**src/rtl/fdl_ctrl.sv**
```systemverilog
// Fine-delay-line controller: steps a thermometer-coded delay on phase-detector
// requests, hands overflow to the coarse line, and flags lock on steady dithering.
module fdl_ctrl #(
   parameter int unsigned N_STAGES = 6,
   parameter int unsigned UPD_DIV  = 4,
   parameter int unsigned LOCK_CNT = 8
) (
   input  logic                              clk_in,
   input  logic                              rst_n,
   input  logic                              en,
   input  logic                              up,
   input  logic                              dn,
   output logic [N_STAGES-1:0]               Q,
   output logic [$clog2(N_STAGES+1)-1:0]     code,
   output logic                              carry_up,
   output logic                              carry_dn,
   output logic                              locked
);
   localparam int unsigned CW = $clog2(N_STAGES + 1);
   localparam int unsigned DW = (UPD_DIV > 1) ? $clog2(UPD_DIV) : 1;
   localparam int unsigned RW = $clog2(LOCK_CNT + 1);
   localparam logic [CW-1:0] MID      = CW'(N_STAGES / 2);
   localparam logic [CW-1:0] TOP      = CW'(N_STAGES);
   localparam logic [DW-1:0] DIV_LAST = DW'(UPD_DIV - 1);
   localparam logic [RW-1:0] LOCK_MAX = RW'(LOCK_CNT);

   typedef enum logic [1:0] {
      DIR_NONE = 2'd0,
      DIR_UP   = 2'd1,
      DIR_DN   = 2'd2
   } dir_e;

   logic [DW-1:0]       div_q, div_d;
   logic [CW-1:0]       code_d;
   logic [N_STAGES-1:0] q_d;
   logic [RW-1:0]       rev_q, rev_d;
   logic [1:0]          same_q, same_d;
   dir_e                dir_q, dir_d, step_dir;
   logic                carry_up_d, carry_dn_d, locked_d;
   logic                tick, inc, dec;

   function automatic logic [N_STAGES-1:0] therm(input logic [CW-1:0] c);
      therm = '0;
      for (int i = 0; i < int'(N_STAGES); i++) therm[i] = (i < int'(c));
   endfunction

   // State register
   always_ff @(posedge clk_in or negedge rst_n) begin
      if (!rst_n) begin
         div_q    <= '0;
         code     <= MID;
         Q        <= therm(MID);
         carry_up <= 1'b0;
         carry_dn <= 1'b0;
         locked   <= 1'b0;
         rev_q    <= '0;
         same_q   <= '0;
         dir_q    <= DIR_NONE;
      end else begin
         div_q    <= div_d;
         code     <= code_d;
         Q        <= q_d;
         carry_up <= carry_up_d;
         carry_dn <= carry_dn_d;
         locked   <= locked_d;
         rev_q    <= rev_d;
         same_q   <= same_d;
         dir_q    <= dir_d;
      end
   end

   // Next-state: divider, code stepping with coarse carry, lock tracking
   always_comb begin
      tick       = en && (div_q == DIV_LAST);
      div_d      = (en && !tick) ? DW'(div_q + DW'(1)) : '0;
      inc        = tick && up && !dn;
      dec        = tick && dn && !up;
      step_dir   = inc ? DIR_UP : DIR_DN;
      code_d     = code;
      carry_up_d = 1'b0;
      carry_dn_d = 1'b0;
      locked_d   = locked;
      rev_d      = rev_q;
      same_d     = same_q;
      dir_d      = dir_q;

      if ((inc && code == TOP) || (dec && code == '0)) begin
         code_d     = MID;
         carry_up_d = inc;
         carry_dn_d = dec;
         locked_d   = 1'b0;
         rev_d      = '0;
         same_d     = '0;
         dir_d      = DIR_NONE;
      end else if (inc || dec) begin
         code_d = inc ? CW'(code + CW'(1)) : CW'(code - CW'(1));
         dir_d  = step_dir;
         if (dir_q == DIR_NONE) begin
            rev_d = rev_q;
         end else if (step_dir != dir_q) begin
            rev_d  = (rev_q == LOCK_MAX) ? rev_q : RW'(rev_q + RW'(1));
            same_d = '0;
            if (rev_d == LOCK_MAX) locked_d = 1'b1;
         end else begin
            same_d = (same_q == 2'd2) ? same_q : 2'(same_q + 2'd1);
            if (!locked) begin
               rev_d = '0;
            end else if (same_d == 2'd2) begin
               // a second consecutive same-direction step breaks lock
               locked_d = 1'b0;
               rev_d    = '0;
               same_d   = '0;
            end
         end
      end
      q_d = therm(code_d);
   end
endmodule
```
**config.mk**
```make
export PLATFORM = sky130hd
export DESIGN_NAME = fdl_ctrl
export DESIGN_NICKNAME = d
export VERILOG_FILES = /design/src/rtl/fdl_ctrl.sv
export SDC_FILE = /design/constraint.sdc
export NUM_CORES = 1
export LEC_CHECK = 0
export CAP_MARGIN = 30
export CORE_MARGIN = 2
export CORE_UTILIZATION = 53
export DETAILED_ROUTE_END_ITERATION = 6
export HOLD_SLACK_MARGIN = 0.08
export PLACE_DENSITY_LB_ADDON = 0.12
export REMOVE_ABC_BUFFERS = 1
export SLEW_MARGIN = 20
export SYNTH_ARGS = -nofsm -noshare
export SYNTH_HDL_FRONTEND = slang
export SYNTH_SLANG_ARGS = --single-unit
```
**constraint.sdc**
```tcl
create_clock -name clk_in -period 2.59 [get_ports clk_in]
set_input_delay 0.518 -clock clk_in [delete_from_list [all_inputs] [get_ports clk_in]]
set_output_delay 0.518 -clock clk_in [all_outputs]
set_load 0.005 [all_outputs]
```
==> impl_metrics.py <==
metrics = {
    "status": {
        "status": "completed",
    },
    "setup_path": {
        "critPathKind": "primary input to register",
        "worstPathRequired_ps": 2820,
        "start_kind": "primary input",
        "worst_path_largest_cell_delay_ps": 490,
        "cp_max_fo": 7,
        "crit_chain": "clkdlybuf4s50_1, and4b_4, inv_4, fa_1, mux2i_1, xnor2_1, buf_4, nor3_1",
        "cp_slowest_cell": "clkdlybuf4s50_1",
        "cp-end-kind": "register",
        "crit_arrival_ps": 2440,
    },
    "floorplan": {
        "io_pins": 17,
        "fp.dieW_um": 52.0,
        "die-area_mm2": 0.00270,
        "rows": 17,
        "initial_utilization_pct": 55.6,
        "die_h_um": 52.0,
        "core_mm2": 0.00219,
    },
    "yosys": {
        "syn-cell-area_mm2": 0.00122,
        "synth_area_leaders": "dfrtp_1 (33%), dfstp_2 (11%), ha_1 (4.1%)",
        "yosysTopAreaCellShare_pct": 32.9,
        "synth_ff_type": "dfrtp_1",
        "yosys_warnings": 0,
        "netlist.top_cell.by_area": "dfrtp_1",
        "synth-seq-cells": 21,
        "synth_edf_count": 0,
        "async_flop_share_pct": 100,
        "synth_cells": 117,
        "synth_area_per_cell_um2": 10.4,
        "ys_types": 42,
        "ys_seq_area_share_pct": 43.6,
    },
    "timing": {
        "final-setup-viol-count": 0,
        "worst_pin_slew_ps": 541,
        "fin_crit_sh_pct": 85.5,
        "hold_violations": 0,
        "relSlewSlack_pct": 63.8,
        "rsz0062_at_grt": "no",
        "tns_ps": 0,
        "clock_skew_ps": 2.68,
        "layout_min_cycle_time_ps": 2220,
        "finalWorstSetupSlack_ps": 375,
        "report.final.slew_viol_count": 0,
        "fmax_mhz": 451,
    },
    "power_and_ir_drop": {
        "power_density_mw_per_mm2": 807,
        "p_total_mw": 1.19,
        "p_leak_nw": 0.594,
        "ir_worst_vdd_v": 0.000654,
    },
    "clocking": {
        "post-cts-setup-buffers": 0,
        "insertion_delay_ps": 300,
        "cts_inserted_buffers": 3,
        "clk_pin_slew_ps": 120,
        "cts-hold-fix-buffers": 0,
        "cts_tree": "yes",
        "clockBufferDepth": 2,
        "cts_max_level": 1,
        "numClockSinks": 21,
        "clockRootBuffer": "clkbuf_4",
        "ctsResizeCount": 0,
    },
    "hold_path": {
        "min_path_type": "register to register",
    },
    "run": {
        "maxCapViolCount": 0,
    },
    "global_route": {
        "grt_pass1_wl_um": 4330,
        "grt_overflow": 0,
        "grt_max_degree": 22,
        "grt_usage_pct": 21.8,
        "grt_pass1_vias": 939,
        "antenna_found_initial": 0,
    },
    "detailed_routing": {
        "wire_per_inst_um": 15.4,
        "drt_iter0_markers": 22,
        "vias": 977,
        "via_per_inst": 5.78,
        "drc_errors": 0,
        "drtAntennaViolNets": 0,
        "drtPass1Iterations": 4,
        "wirelength_um": 2600,
    },
    "final_layout": {
        "final_cell_mix": "dfrtp_1 (16), clkdlybuf4s50_1 (16), inv_1 (8), buf_4 (8), nand2_1 (7)",
        "num_antenna_cells": 0,
        "final_util_pct": 67.4,
        "drive_above_1_share_pct": 19.1,
        "stdcell_count": 169,
        "synthToLayoutAreaGrowth_pct": 21.3,
        "nets": 152,
    },
    "placement": {
        "gp_congestion": 0.811,
        "dp_hpwl_um": 1920,
        "place_inst": 165,
        "pre_cts_ws_ps": 35.7,
        "portBuffers": 16,
    },
}
[report_power, final]
group	internal (mW)	total (mW)	switching [mW]
registers	0.440	0.554	0.115
logic	0.277	0.476	0.199
clock network	0.0587	0.162	0.103
total	0.776	1.19	0.417
[worst max-delay path, delay by kind of cell]
kind / cells / cell delay [ps]
buf+inv: 3 / 690
simple gates: 2 / 570
fa+ha+maj: 1 / 370
mux: 1 / 140
xor+xnor: 1 / 140
[worst paths after layout]
| check | from | to | slack (ps) | depth (start not counted) |
|---|---|---|---|---|
| max | dn | Q[4] | 370 | 8 |
| min | div_q[0] | div_q[0] | 450 | 1 |
| max reg2reg | div_q[0] | Q[4] | 570 | 8 |
| min reg2reg | div_q[0] | div_q[0] | 450 | 1 |
| max in group asynchronous | rst_n | Q[0] | 1770 | 2 |
| min in group asynchronous | rst_n | Q[3] | 550 | 2 |
[state kept, by name, indices dropped and copies added (netlist names)]
name / count
Q: 6
rev_q: 4
code: 2
dir_q: 2
div_q: 2
same_q: 2
carry_dn: 1
carry_up: 1
locked: 1
[cell type report]
cell class	instances	area, um^2
Clock buffer	3	22.5
Sequential cell	21	532
Clock inverter	1	7.51
Fill cell	165	713
Multi-Input combinational cell	83	624
Tap cell	28	35.0
Inverter	9	36.3
Timing Repair Buffer	24	220
[stage by stage]
step / hold slack [ps] / instance area, um^2
2_1_floorplan: 222 / 1190
3_3_place_gp: 424 / 1450
3_5_place_dp: 433 / 1450
4_1_cts: 450 / 1480
5_1_grt: 466 / 1480
6_report: 452 / 1480
[cell families (layout without fill, tap and decap cells)]
| kind of cell | after synthesis | after routing | share of synthesized area [%] |
|---|---|---|---|
| compound gates | 26 | 26 | 15.7 |
| simple gates | 46 | 46 | 24.0 |
| mux | 3 | 3 | 3.59 |
| xor+xnor | 3 | 3 | 2.16 |
| flops | 21 | 21 | 43.6 |
| fa+ha+maj | 5 | 5 | 5.75 |
| buf+inv | 13 | 37 | 5.13 |
[synth_stat cells, types with 2 or more instances]
master,n
nor3_1,3
inv_1,8
nand3b_1,3
nor2b_1,3
clkbuf_1,2
o31ai_1,2
dfrtp_1,16
xnor2_1,3
or2_2,2
nand4b_1,5
nor2_1,6
a211oi_1,3
dfstp_2,5
nand2b_1,3
nor3b_1,4
o21ai_0,6
o22ai_1,2
a21oi_1,6
nand2_1,7
nand3_1,3
ha_1,4
[per-layer routing]
| layer | vias to the layer above | routed length, um | GRT usage, % |
|---|---|---|---|
| met1 | 480 | 1270 | 30.5 |
| met4 | 0 | 16 | 7.89 |
| met2 | 24 | 1220 | 34.8 |
| met5 | - | 0 | 0 |
| li1 | 471 | - | - |
| met3 | 2 | 90 | 2.59 |
(Power assumes the default switching activity.)
